`src/rtl/eth_rx_pkg.sv`:
```
// Shared types and sizing for the Ethernet receive sequencer: state encoding, frame limits, buffer address layout.
// Combinational helpers only; no storage and no flow control.
package eth_rx_pkg;

  localparam int MAX_LEN = 1536;
  localparam int HDR_LEN = 7;
  localparam int OFS_W   = 11;
  localparam int ADDR_W  = 12;

  typedef enum logic [1:0] {
    IDLE = 2'd0,
    HDR  = 2'd1,
    BODY = 2'd2,
    DROP = 2'd3
  } rx_state_t;

  typedef struct packed {
    logic             page;
    logic [OFS_W-1:0] ofs;
  } buf_addr_t;

  function automatic logic [7:0] sat_inc(input logic [7:0] v);
    return (v == 8'hFF) ? v : v + 8'd1;
  endfunction

endpackage

```
`src/rtl/eth_rx_page.sv`:
```
// One receive page's full flag and committed length; set/len-load wins over ack-clear.
// One-cycle registered update; ack on an empty page has no effect.
module eth_rx_page
  import eth_rx_pkg::*;
(
  input  logic             clk,
  input  logic             n_rst,
  input  logic             set,
  input  logic [OFS_W-1:0] len_in,
  input  logic             ack,
  output logic             rdy,
  output logic [OFS_W-1:0] len
);

  always_ff @(posedge clk or negedge n_rst) begin
    if (!n_rst) begin
      rdy <= 1'b0;
      len <= '0;
    end else if (set) begin
      rdy <= 1'b1;
      len <= len_in;
    end else if (ack) begin
      rdy <= 1'b0;
    end
  end

endmodule

```
`src/rtl/eth_rx_ctrl.sv`:
```
// Receive sequencer: writes bytes into a two-page buffer, frames the MAC filter, commits or drops on its verdict.
// One-cycle registered write strobes; no backpressure, bad frames are counted and dropped. Optional ETH_RX_PROMISC_EN.
module eth_rx_ctrl
  import eth_rx_pkg::*;
(
  input  logic              clk,
  input  logic              n_rst,
  input  logic              rx_valid,
  input  logic [7:0]        rx_data,
  input  logic              rx_sof,
  input  logic              rx_last,
  output logic [ADDR_W-1:0] buf_addr,
  output logic [7:0]        buf_wdata,
  output logic              n_buf_we,
  output logic              filt_ss,
  output logic [3:0]        filt_a,
  output logic              filt_n_we,
  input  logic              filt_n_inhibit,
`ifdef ETH_RX_PROMISC_EN
  input  logic              promisc,
`endif
  output logic [1:0]        rdy,
  output logic [OFS_W-1:0]  len0,
  output logic [OFS_W-1:0]  len1,
  input  logic [1:0]        ack,
  output logic [7:0]        drop_cnt
);

  rx_state_t        state, state_n, eff;
  logic [OFS_W-1:0] offset, offset_n, wr_ofs, commit_len;
  logic             wr_page, cur_page, cur_page_n, pg_sel, commit_page, commit_vld;
  logic             accept, hdr_done, start, drop, commit, wr_en;
  logic [1:0]       page_full;
  buf_addr_t        addr_q;

`ifdef ETH_RX_PROMISC_EN
  assign accept = filt_n_inhibit | promisc;
`else
  assign accept = filt_n_inhibit;
`endif

  // A commit still in flight to the page registers already owns that page.
  assign page_full[0] = (rdy[0] & ~ack[0]) | (commit_vld & ~commit_page);
  assign page_full[1] = (rdy[1] & ~ack[1]) | (commit_vld & commit_page);

  assign buf_addr = addr_q;
  assign filt_a   = addr_q.ofs[3:0];
  assign filt_ss  = (state == HDR);

  always_comb begin
    eff        = state;
    offset_n   = offset;
    cur_page_n = cur_page;
    wr_ofs     = offset;
    pg_sel     = wr_page;
    start      = 1'b0;
    drop       = 1'b0;
    commit     = 1'b0;
    wr_en      = 1'b0;
    // Verdict is taken once the last header strobe has returned high.
    hdr_done   = (state == HDR) && (offset == OFS_W'(HDR_LEN)) && n_buf_we;
    if (hdr_done) begin
      if (accept) begin
        eff = BODY;
      end else begin
        eff  = DROP;
        drop = 1'b1;
      end
    end
    state_n = eff;

    if (rx_valid) begin
      if (eff == IDLE || eff == DROP) begin
        if (rx_sof) begin
          start = 1'b1;
        end else if (eff == DROP && rx_last) begin
          state_n = IDLE;
        end
      end else if (!n_buf_we) begin
        drop    = 1'b1;
        state_n = rx_last ? IDLE : DROP;
      end else if (rx_sof) begin
        drop  = 1'b1;
        start = 1'b1;
      end else if (eff == BODY && offset == OFS_W'(MAX_LEN)) begin
        drop    = 1'b1;
        state_n = rx_last ? IDLE : DROP;
      end else begin
        wr_en    = 1'b1;
        offset_n = offset + 1'b1;
        if (rx_last) begin
          state_n = IDLE;
          if (eff == BODY) commit = 1'b1;
          else             drop   = 1'b1;
        end
      end
    end

    if (start) begin
      pg_sel = page_full[wr_page] ? ~wr_page : wr_page;
      if (&page_full) begin
        drop    = 1'b1;
        state_n = rx_last ? IDLE : DROP;
      end else begin
        cur_page_n = pg_sel;
        wr_en      = 1'b1;
        wr_ofs     = '0;
        offset_n   = OFS_W'(1);
        state_n    = rx_last ? IDLE : HDR;
        if (rx_last) drop = 1'b1;
      end
    end
  end

  always_ff @(posedge clk or negedge n_rst) begin
    if (!n_rst) begin
      state       <= IDLE;
      offset      <= '0;
      cur_page    <= 1'b0;
      wr_page     <= 1'b0;
      addr_q      <= '0;
      buf_wdata   <= 8'd0;
      n_buf_we    <= 1'b1;
      filt_n_we   <= 1'b1;
      drop_cnt    <= 8'd0;
      commit_vld  <= 1'b0;
      commit_page <= 1'b0;
      commit_len  <= '0;
    end else begin
      state      <= state_n;
      offset     <= offset_n;
      cur_page   <= cur_page_n;
      n_buf_we   <= ~wr_en;
      filt_n_we  <= ~(wr_en && state_n == HDR);
      commit_vld <= commit;
      if (wr_en) begin
        addr_q    <= '{page: cur_page_n, ofs: wr_ofs};
        buf_wdata <= rx_data;
      end
      if (commit) begin
        commit_page <= cur_page;
        commit_len  <= offset + 1'b1;
        wr_page     <= ~cur_page;
      end
      if (drop) drop_cnt <= sat_inc(drop_cnt);
    end
  end

  eth_rx_page u_page0 (
    .clk    (clk),
    .n_rst  (n_rst),
    .set    (commit_vld & ~commit_page),
    .len_in (commit_len),
    .ack    (ack[0]),
    .rdy    (rdy[0]),
    .len    (len0)
  );

  eth_rx_page u_page1 (
    .clk    (clk),
    .n_rst  (n_rst),
    .set    (commit_vld & commit_page),
    .len_in (commit_len),
    .ack    (ack[1]),
    .rdy    (rdy[1]),
    .len    (len1)
  );

endmodule
```
`config.mk`:
```
export PLATFORM = sky130hd
export DESIGN_NAME = eth_rx_ctrl
export DESIGN_NICKNAME = d
export VERILOG_FILES = /design/src/rtl/eth_rx_pkg.sv /design/src/rtl/eth_rx_page.sv /design/src/rtl/eth_rx_ctrl.sv
export SDC_FILE = /design/constraint.sdc
export NUM_CORES = 1
export LEC_CHECK = 0
export BUFFER_PORTS_ARGS = -buffer_cell sky130_fd_sc_hd__buf_2
export CORE_MARGIN = 10
export CORE_UTILIZATION = 45
export CTS_BUF_LIST = sky130_fd_sc_hd__clkbuf_2 sky130_fd_sc_hd__clkbuf_4 sky130_fd_sc_hd__clkbuf_8
export DETAILED_ROUTE_END_ITERATION = 10
export PLACE_DENSITY = 0.67
export SYNTH_ARGS = -nofsm -noshare
export SYNTH_HDL_FRONTEND = slang
export SYNTH_SLANG_ARGS = --single-unit
```
`constraint.sdc`:
```
create_clock -name clk -period 4.25 [get_ports clk]
set_input_delay 0.2125 -clock clk [delete_from_list [all_inputs] [get_ports clk]]
set_output_delay 0.2125 -clock clk [all_outputs]
set_load 0.05 [all_outputs]
```
==> flow_summary_export.csv <==
group,metric,value,unit
run_status,outcome,"finished, final reports clean",
pwr,p_leak,2.17,nW
clock_tree,clock_path_buffers,2,
critical_path,arrival,3800,ps
clock_tree,clk_latency,350,ps
pwr,p_sw,811,uW
critical_path,r2r_end,"buf_wdata[5]",
finish,nets,415,
grt,grt.overflow.total,0,
floorplan,dieWidth,111,um
timing,slew_headroom,0.340,
timing,rsz0062_at_grt,"false",
timing,period_needed,3560,ps
route,post_drt_wl_per_cell,15.3,um
timing,final.setup.tns,0,ps
timing,setup_viol,0,
flow_run,cap_violations,0,
clock_tree,cts_root_buf,"clkbuf_8",
critical_path,critPathCaptureType,"flip-flop",
clock_tree,clock-sinks,82,
timing,finalHoldViolations,0,
synthesis,yosysTopAreaCell,"dfrtp_1",
timing,tightest_slew,990,ps
critical_path,critPathKind,"reg -> reg",
route,drc,0,
critical_path,cp-start-kind,"flip-flop",
route,drtIter0Drc,70,
timing,max_freq,0.281,GHz
synthesis,synth-seq-area-share,0.557,
critical_path,r2r_slack,690,ps
synthesis,synthesis.nets,350,
pwr,peakVddDrop,0.305,mV
synthesis,synth_async_sr_flop_share,1.00,
critical_path,cp-startpoint,"offset[7]",
route,wl,7680,um
finish,diodes,0,
pwr,p_int,1.32,mW
timing,drv_slew,0,
route,ant_nets,0,
pwr,clockPowerShare,0.266,
synthesis,ys_types,43,
grt,grt_pass1_vias,2580,
synthesis,synth_cells,329,
grt,antenna_found_initial,0,
synthesis,synth_top_area_frac,0.543,
floorplan,coreArea,0.00785,sq mm
synthesis,synth.area.top_cells,"dfrtp_1 (54%), mux2_2 (10%), nand2_1 (5.3%)",
finish,drive_gt1_frac,0.343,
route,num_vias,2530,
floorplan,fp.dieH,111,um
route,viasPerCell,5.05,
pwr,swShare,0.381,
hold_path,hp-class,"in -> async",
floorplan,initial_utilization,0.470,
synthesis,ys_ff_latch,82,
synthesis,synth_ff_type,"dfrtp_1",
synthesis,synth_edf_count,0,
clock_tree,cts_buffers,9,
pwr,comb_power_share,0.286,
clock_tree,cts_tree,"yes",
critical_path,worst_r2r_path_depth,11,
grt,grt_use_total,0.125,
clock_tree,cts_hold_buf,0,
finish,syn2layout_area_growth,16.0,%
grt,grt_max_degree,83,
synthesis,synth.avg_cell_area,11.2,sq um
synthesis,synth_area,0.00369,sq mm
pwr,power.density,497,mW/mm^2
timing,worst_hold_slack,38.2,ps
placement,portBuffers,74,
synthesis,yosysWarningCount,0,
critical_path,required,4480,ps
clock_tree,clk_pin_slew,80,ps
floorplan,die_area,0.0122,sq mm
floorplan,num_io_pins,75,
timing,fin_skew,11.5,ps
floorplan,rows,32,
clock_tree,cts_setup_buffers,0,
clock_tree,cts_resized,0,
pwr,seq_power_share,0.448,
grt,grt_first_pass_wirelength,13000,um
synthesis,synth_most_common_cell,"dfrtp_1",
placement,dp_hpwl,5630,um
clock_tree,cts_max_level,3,
critical_path,worstSetupEndpoint,"buf_wdata[5]",
critical_path,r2r_start,"offset[7]",
synthesis,synth_common_cells,"dfrtp_1 (80), nand2_1 (52), mux2_2 (34)",
route,drt_first_pass_iters,4,
critical_path,worstPathMaxFanout,24,
placement,place_congestion,0.830,
timing,finalCritPeriodShare,0.839,
critical path, cell delays in order (launching register included):
cell and delay [ps]:
dfrtp_1 490, nor4_4 370, nand2_1 100, nor4_1 340, a21boi_0 220, ha_1 400, inv_1 50, o211ai_1 470
nor3_2 100, buf_4 240, nor2_4 290, mux2_2 380
power by group through the flow:
stage | clock [mW] | combinational (mW) | sequential (mW)
6_report | 0.565 | 0.610 | 0.954
5_1_grt | 0.610 | 0.655 | 0.970
4_1_cts | 0.576 | 0.620 | 0.955
3_5_place_dp | 0 | 0.617 | 0.969
3_3_place_gp | 0 | 0.608 | 0.964
2_1_floorplan | 0 | 0.242 | 1.18
metal layers:
metal	global-route usage	wire length (um)	vias up
met5	0	0	-
met2	0.184	3460	58
met3	0.0303	353	13
met1	0.169	3720	1214
met4	0.0553	150	0
li1	-	-	1245
kinds of logic after synthesis:
kind of cell / Yosys count / share of synthesized area
adder cells (fa/ha/maj): 5 / 0.0170
AO/OA/AOI/OAI: 49 / 0.0800
XOR/XNOR: 21 / 0.0498
flip-flops: 82 / 0.557
buffers and inverters: 29 / 0.0410
AND/OR/NAND/NOR: 109 / 0.152
multiplexers: 34 / 0.104
stage by stage:
| step | power (mW) | setup slack (ps) | util | cell area [sq um] | std cells |
|---|---|---|---|---|---|
| 6_report | 2.13 | 686 | 0.546 | 4280 | 501 |
| 3_5_place_dp | 1.59 | 712 | 0.520 | 4080 | 485 |
| 3_3_place_gp | 1.57 | 859 | 0.520 | 4080 | 485 |
| 2_1_floorplan | 1.42 | 1270 | - | 3690 | 329 |
| 5_1_grt | 2.24 | 427 | 0.546 | 4280 | 501 |
| 4_1_cts | 2.15 | 670 | 0.546 | 4280 | 501 |
sequential cells by signal (all words and copies together), names as in the netlist:
signal,count
buf_addr,12
drop_cnt,8
commit_page,1
n_buf_we,1
cur_page,1
u_page1.rdy,1
commit_len,11
u_page0.len,11
u_page0.rdy,1
filt_n_we,1
u_page1.len,11
commit_vld,1
buf_wdata,8
wr_page,1
state,2
offset,11
area by class of cell:
class | count | area, sq um
inverter | 7 | 26.3
fill | 731 | 3570
clock buffer | 9 | 124
multi-input combinational | 218 | 1480
timing repair buffer | 76 | 388
sequential | 82 | 2050
tap | 102 | 128
clock inverter | 7 | 77.6
cell usage in the layout, fill, tap and decap left out, types with 5 or more instances in the layout:
| cell type | synthesis | layout |
|---|---|---|
| clkbuf_8 | 0 | 9 |
| nor2_1 | 14 | 14 |
| o21ai_0 | 14 | 14 |
| ha_1 | 5 | 5 |
| nand4_1 | 5 | 5 |
| inv_1 | 7 | 7 |
| dfrtp_1 | 80 | 80 |
| nand3_1 | 7 | 7 |
| xor2_1 | 12 | 12 |
| buf_2 | 6 | 73 |
| nand2_1 | 52 | 52 |
| nand2b_1 | 5 | 5 |
| a21oi_1 | 18 | 18 |
| and3_1 | 7 | 7 |
| xnor2_1 | 9 | 9 |
| mux2_2 | 34 | 34 |
worst min path at each step:
stage | startpoint | end | slack (ps) | cells after the start
2_1_floorplan | n_rst | buf_addr[0] | -80 | 0
3_3_place_gp | n_rst | buf_addr[6] | 440 | 1
3_5_place_dp | n_rst | buf_addr[6] | 450 | 1
4_1_cts | n_rst | buf_addr[6] | 70 | 1
5_1_grt | rx_data[4] | buf_wdata[4] | 90 | 2
6_report | n_rst | buf_addr[6] | 40 | 1
(Power assumes the default switching activity.)
